[config.mk]
export PLATFORM = sky130hd
export DESIGN_NAME = mem_arbiter
export DESIGN_NICKNAME = d
export VERILOG_FILES = /design/src/rtl/mem_arbiter.sv
export SDC_FILE = /design/constraint.sdc
export NUM_CORES = 1
export LEC_CHECK = 0
export BUFFER_PORTS_ARGS = -buffer_cell sky130_fd_sc_hd__buf_2
export CORE_MARGIN = 5
export CORE_UTILIZATION = 35
export CTS_CLUSTER_SIZE = 30
export DETAILED_ROUTE_END_ITERATION = 6
export SLEW_MARGIN = 20
export SYNTH_ARGS = -nofsm -noshare
export SYNTH_HDL_FRONTEND = slang
export SYNTH_SLANG_ARGS = --single-unit
[constraint.sdc]
create_clock -name clk -period 6.1 [get_ports clk]
set_input_delay 0.61 -clock clk [delete_from_list [all_inputs] [get_ports clk]]
set_output_delay 0.61 -clock clk [all_outputs]
set_load 0.01 [all_outputs]
[src/rtl/mem_arbiter.sv]
// Two-port arbiter in front of a single-port 32-bit SRAM with configurable wait states.
// Define MEM_ARBITER_RR_EN for round-robin arbitration; otherwise port 0 has fixed priority.
module mem_arbiter #(
  parameter int MEM_WORDS   = 256,
  parameter int WAIT_CYCLES = 0
) (
  input  logic                         clk,
  input  logic                         rst,
  input  logic                         m0_valid,
  input  logic [31:0]                  m0_addr,
  input  logic [31:0]                  m0_wdata,
  input  logic [3:0]                   m0_wstrb,
  output logic                         m0_ready,
  output logic [31:0]                  m0_rdata,
  input  logic                         m1_valid,
  input  logic [31:0]                  m1_addr,
  input  logic [31:0]                  m1_wdata,
  input  logic [3:0]                   m1_wstrb,
  output logic                         m1_ready,
  output logic [31:0]                  m1_rdata,
  output logic                         sram_en,
  output logic [3:0]                   sram_we,
  output logic [$clog2(MEM_WORDS)-1:0] sram_addr,
  output logic [31:0]                  sram_wdata,
  input  logic [31:0]                  sram_rdata,
  output logic                         err_oor
);

  localparam int         AW        = $clog2(MEM_WORDS);
  localparam logic [3:0] WAIT_INIT = 4'(WAIT_CYCLES);

  localparam logic [1:0] S_IDLE   = 2'd0;
  localparam logic [1:0] S_ACCESS = 2'd1;
  localparam logic [1:0] S_WAIT   = 2'd2;
  localparam logic [1:0] S_RESP   = 2'd3;

  logic [1:0]  state;
  logic        gnt;
  logic        is_wr;
  logic        oor_q;
  logic [3:0]  wait_cnt;
`ifdef MEM_ARBITER_RR_EN
  logic        rr_ptr;
`endif

  logic        gnt_nxt;
  logic [31:0] sel_addr;
  logic [31:0] sel_wdata;
  logic [3:0]  sel_wstrb;
  logic        oor_nxt;
  logic        unused_addr_lsb;

  // Arbitration and request mux, evaluated only while idle
  always_comb begin
`ifdef MEM_ARBITER_RR_EN
    gnt_nxt = m0_valid ? (m1_valid ? rr_ptr : 1'b0) : 1'b1;
`else
    gnt_nxt = !m0_valid;
`endif
    sel_addr  = gnt_nxt ? m1_addr  : m0_addr;
    sel_wdata = gnt_nxt ? m1_wdata : m0_wdata;
    sel_wstrb = gnt_nxt ? m1_wstrb : m0_wstrb;
    oor_nxt   = |sel_addr[31:AW+2];
  end

  assign unused_addr_lsb = ^sel_addr[1:0];

  always_ff @(posedge clk or posedge rst) begin
    if (rst) begin
      state      <= S_IDLE;
      gnt        <= 1'b0;
      is_wr      <= 1'b0;
      oor_q      <= 1'b0;
      wait_cnt   <= 4'd0;
      sram_en    <= 1'b0;
      sram_we    <= 4'h0;
      sram_addr  <= '0;
      sram_wdata <= 32'h0;
      m0_ready   <= 1'b0;
      m1_ready   <= 1'b0;
      m0_rdata   <= 32'h0;
      m1_rdata   <= 32'h0;
      err_oor    <= 1'b0;
`ifdef MEM_ARBITER_RR_EN
      rr_ptr     <= 1'b0;
`endif
    end else begin
      case (state)
        S_IDLE: begin
          if (m0_valid || m1_valid) begin
            gnt        <= gnt_nxt;
            is_wr      <= |sel_wstrb;
            oor_q      <= oor_nxt;
            sram_addr  <= sel_addr[AW+1:2];
            sram_wdata <= sel_wdata;
            sram_en    <= !oor_nxt;
            sram_we    <= oor_nxt ? 4'h0 : sel_wstrb;
`ifdef MEM_ARBITER_RR_EN
            rr_ptr     <= !gnt_nxt;
`endif
            state      <= S_ACCESS;
          end
        end
        S_ACCESS: begin
          sram_en <= 1'b0;
          sram_we <= 4'h0;
          if (WAIT_CYCLES == 0) begin
            state <= S_RESP;
          end else begin
            wait_cnt <= WAIT_INIT;
            state    <= S_WAIT;
          end
        end
        S_WAIT: begin
          wait_cnt <= wait_cnt - 4'd1;
          if (wait_cnt == 4'd1) state <= S_RESP;
        end
        S_RESP: begin
          // First RESP edge raises ready; the second drops it and returns to idle
          if (!(m0_ready || m1_ready)) begin
            m0_ready <= !gnt;
            m1_ready <= gnt;
            err_oor  <= oor_q;
            if (oor_q || !is_wr) begin
              if (gnt) m1_rdata <= oor_q ? 32'h0 : sram_rdata;
              else     m0_rdata <= oor_q ? 32'h0 : sram_rdata;
            end
          end else begin
            m0_ready <= 1'b0;
            m1_ready <= 1'b0;
            err_oor  <= 1'b0;
            state    <= S_IDLE;
          end
        end
        default: state <= S_IDLE;
      endcase
    end
  end

endmodule
-- Word-level counts from Yosys, hierarchy flattened
Index checks and enable logic that the tools add are counted.
- bits in writable memories: 0
- memories kept: 0
- input bits: 172
- logic and storage cells: 56
- latch bits: 0
- bits in read-only memories: 0
- output and inout port bits: 112
- register bits: 121
- add/sub/neg operators: 1
- eq/ne operators: 7
- shift-type cells: 0
- muxes and demuxes: 16
- reductions and logical operators: 16
- bitwise operators: 2
- div/mod/pow operators: 0
- multiply operators: 0
- $lt $le $gt $ge: 0
- operators by type and width (operator ; count):
    $mux W32 ; 3
    $reduce_or A22 Y1 ; 1
    $mux W4 ; 3
    $pmux W2 S4 ; 1
    $pmux W4 S2 ; 1
    $reduce_and A4 Y1 ; 2
    $mux W2 ; 3
    $ne A2 B2 Y1 const B ; 3
    $eq A2 B2 Y1 const B ; 2
    $eq A4 B1 Y1 const B ; 1
    $logic_not A1 Y1 ; 4
    $mux W1 ; 4
    $reduce_and A2 Y1 ; 2
    $reduce_or A4 Y1 ; 1
    $sub A4 B1 Y4 const B ; 1
    $logic_or A1 B1 Y1 ; 3
    $reduce_and A3 Y1 ; 1
    $eq A2 B1 Y1 const B ; 1
    $logic_not A2 Y1 ; 1
    $not A1 Y1 ; 2
    $pmux W1 S2 ; 1
    $reduce_bool A2 Y1 ; 1

-- Logic depth before layout (Yosys ltp)
- depth after elaboration: 5
- depth in mapped cells: 7

-- Least setup slack after synthesis
OpenSTA, ideal clock, no wires.
- path type: register -> register
- start point: reg state[1]
- end point: reg m0_rdata[0]
- library setup time: 125 ps
- stages on the path, launching flop included: 7
- buffers on the path: 2
- data required time: 5975 ps
- setup slack: 4073 ps
- arrival: 1901 ps
- path through: dfrtp_1 ha_1 or3b_1 or3_1 buf_6 buf_12 mux2_4
- longest elaborated chain between the ends: 2
- ends and longest elaborated chain (element ; line ; text):
    start: declaration ; 37 ; logic [1:0] state;
    start signal: assignment ; 70 ; state <= S_IDLE;
    start signal: assignment ; 101 ; state <= S_ACCESS;
    start signal: assignment ; 108 ; state <= S_RESP;
    $eq A2 B2 Y1 ; 88 ; case (state)
    $reduce_and A4 Y1 (no source line) ; - ;
    end signal: assignment ; 126 ; else m0_rdata <= oor_q ? 32'h0 : sram_rdata;
    end: declaration ; 14 ; output logic [31:0] m0_rdata,
No other way between the ends.
A chain may end at the register's enable or synchronous reset.

-- Worst setup path after layout
Ends and elaborated chain as after synthesis.

==> flow_summary.ini <==
[status]
status = complete, no violations

[synthesis]
yosysUniqueCellTypes = 32
ys_ff_latch = 121
yosysWarnings = 0
synth_cells = 440
syn_nets = 619
avgSynthCellArea_um2 = 12.5
seq_area_frac_synth_pct = 55.2
syn_area_mm2 = 0.00549

[cells_and_area]
areaGrowthSynthToFinish_pct = 39.4
final_cells = 942
layout.nets = 897
seq_area_mm2 = 0.00303
antenna-diode-count = 0
fill_cells = 1468
multiInputGateArea_mm2 = 0.00229
drive_gt1_share_pct = 52.4

[floorplan]
ioPinCount = 284
row_count = 45
fp.dieH_um = 135
dieArea_mm2 = 0.0183
start_util_pct = 35.8
core-area_mm2 = 0.0153
dieWidth_um = 135

[timing]
hold_viol = 0
slew_headroom_pct = 26.9
fin_hold_ws_ps = 303
period_share_pct = 43.0
tns_ps = 0
max_freq_ghz = 0.381
worstMarginPinSlew_ps = 1100
setup_viol = 0
layout_setup_ws_ps = 3480
skew_ps = 7.74
grt_setup_unrepaired = false
fin_crit_ps = 2620
slew_violations = 0

[power]
power.internal_mw = 2.05
p_total_mw = 3.02
seq_power_share_pct = 37.3
clockPowerShare_pct = 33.8
swShare_pct = 32.2
p_switching_mw = 0.972
powerDensity_mw_per_mm2 = 394
combPwrFrac_pct = 28.9
ir_drop_mv = 0.195
leakage_nw = 4.31

[clock_tree]
post_cts_resized = 0
cts_buffer_depth = 2
clkLatencyLatePin_ps = 410
postCtsSetupBuffers = 0
htreeDepth = 4
cts_buffers = 17
hold_buffers = 0
clk_pin_slew_ps = 50
cts_tree = done
cts_root_buf = clkbuf_16
cts.sinks = 121

[worst_setup_path]
worstPathArrival_ps = 2920
startpoint_type = flop
required_ps = 6390
path_max_fanout = 32
end_kind = flop
path_class = reg2reg

[placement]
post-place-ws_ps = 3200
dp.cells = 910
gp_routability_congestion = 0.810
io_buffers = 279
hpwlAfterDp_um = 12400

[global_routing]
grt_pass1_wl_um = 24400
grt_use_total_pct = 17.3
globalRouteOverflowTotal = 0
antenna_found_initial = 9
grt_max_degree = 86
grt_pass1_vias = 4628

[detailed_routing]
firstDrtPassIters = 4
drc = 0
via_count = 4413
drtAntennaViolNets = 0
drt_iter0_markers = 181
wl_per_cell_um = 17.2
postRouteWirelength_um = 16200
viasPerCell = 4.68

[worst_hold_path]
min_path_type = in2async

[run]
max_cap_viol_count = 0
==> worst paths after layout <==
path | start | end | slack [ps] | cells past startpoint
min in group clk | sram_wdata[25] | sram_wdata[25] | 470 | 2
max | state[1] | m0_rdata[0] | 3480 | 4
min | rst | sram_addr[2] | 300 | 2
min reg2reg | sram_wdata[25] | sram_wdata[25] | 470 | 2
max in group asynchronous | rst | m1_rdata[4] | 4460 | 3
max reg2reg | state[1] | m0_rdata[0] | 3480 | 4
==> flip-flops by register name, summed over array words and instances, names as in the netlist <==
| register | cells |
|---|---|
| err_oor | 1 |
| gnt | 1 |
| is_wr | 1 |
| m0_rdata | 32 |
| m0_ready | 1 |
| m1_rdata | 32 |
| m1_ready | 1 |
| oor_q | 1 |
| sram_addr | 8 |
| sram_en | 1 |
| sram_wdata | 32 |
| sram_we | 4 |
| state | 2 |
| wait_cnt | 4 |
==> layout by cell type (no fill, tap or decap) <==
| cell type | Yosys | layout |
|---|---|---|
| buf_2 | 1 | 279 |
| dfrtp_1 | 121 | 120 |
| mux2i_1 | 46 | 46 |
| nand2_1 | 45 | 45 |
| o21ai_0 | 44 | 43 |
| mux2_2 | 35 | 35 |
| nor2b_1 | 32 | 32 |
| mux2_4 | 30 | 30 |
| clkbuf_16 | 0 | 17 |
| inv_1 | 10 | 9 |
| nor2_1 | 9 | 9 |
| nor4_1 | 9 | 9 |
| ha_1 | 7 | 7 |
| a22o_1 | 5 | 5 |
| clkinv_2 | 0 | 4 |
| clkinvlp_4 | 0 | 4 |
| buf_4 | 0 | 4 |
| nand3_1 | 3 | 3 |
| bufinv_16 | 0 | 3 |
| xor2_1 | 2 | 2 |
| a21oi_1 | 2 | 2 |
| a221oi_1 | 2 | 2 |
| nor3_1 | 2 | 2 |
| nand4_1 | 2 | 2 |
| nor4b_1 | 2 | 2 |
| clkbuf_8 | 0 | 2 |
| xnor2_1 | 1 | 1 |
| and2b_1 | 1 | 1 |
| or3b_1 | 1 | 1 |
| or3_2 | 0 | 1 |
| o21ai_4 | 0 | 1 |
| nand3b_1 | 1 | 1 |
| inv_4 | 0 | 1 |
| a41oi_1 | 1 | 1 |
| a21o_1 | 1 | 1 |
| o22ai_1 | 1 | 1 |
| clkbuf_1 | 11 | 1 |
| clkinv_4 | 0 | 1 |
| dfrtp_2 | 0 | 1 |
==> synth_stat cells <==
library cell  number  area [um2]
dfrtp_1          121        3030
mux2i_1           46         460
nand2_1           45         169
o21ai_0           44         220
mux2_2            35         394
nor2b_1           32         200
mux2_4            30         450
clkbuf_1          11        41.3
inv_1             10        37.5
nor2_1             9        33.8
nor4_1             9        56.3
buf_1              8        30.0
ha_1               7        87.6
a22o_1             5        43.8
buf_12             3        60.1
nand3_1            3        15.0
a21oi_1            2        10.0
a221oi_1           2        17.5
nand4_1            2        12.5
nor3_1             2        10.0
nor4b_1            2        17.5
xor2_1             2        17.5
a21o_1             1        7.51
a41oi_1            1        8.76
and2b_1            1        7.51
buf_2              1        5.00
buf_6              1        11.3
nand3b_1           1        7.51
o22ai_1            1        6.26
or3_1              1        6.26
or3b_1             1        8.76
xnor2_1            1        8.76
==> metrics by stage <==
step           cell area [um2]  utilization [%]
6_report                  7650             50.0
3_5_place_dp              7050             46.0
2_1_floorplan             5490                -
5_1_grt                   7650             50.0
4_1_cts                   7650             50.0
3_3_place_gp              7050             46.0
==> critical path, cell delays in order (launching register included) <==
cell and delay, ps:
dfrtp_1 420, ha_1 280, or3b_1 420, or3_2 890
mux2_4 460
==> kinds of logic (layout without fill, tap and decap cells) <==
family,count (synthesis),count (layout),synth area share (%)
buffers and inverters,34,325,3.37
flip-flops,121,121,55.2
AND/OR/NAND/NOR,108,108,9.91
XOR/XNOR,3,3,0.479
adder cells (fa/ha/maj),7,7,1.60
AO/OA/AOI/OAI,56,56,5.72
multiplexers,111,111,23.8
==> metal layers <==
layer / wire length [um] / vias to the layer above / GRT usage (%)
met5: 67 / - / 0
met2: 8470 / 200 / 31.3
met1: 6130 / 2087 / 19.1
met3: 1240 / 35 / 6.43
li1: - / 2081 / -
met4: 263 / 10 / 4.76
==> power by group through the flow <==
stage	Clock, mW	Sequential (mW)	Combinational, mW
2_1_floorplan	0	1.22	0.465
3_3_place_gp	0	1.13	0.870
3_5_place_dp	0	1.14	0.892
4_1_cts	1.04	1.13	0.895
5_1_grt	1.08	1.15	0.970
6_report	1.02	1.13	0.873
==> layout make-up <==
type / count / area share (%)
tap: 211 / 3.45
inverter: 10 / 0.523
timing repair buffer: 283 / 18.6
multi-input combinational: 285 / 29.9
clock buffer: 20 / 5.97
sequential: 121 / 39.6
clock inverter: 12 / 1.95
Note: power is estimated with default switching activity, not from simulation.
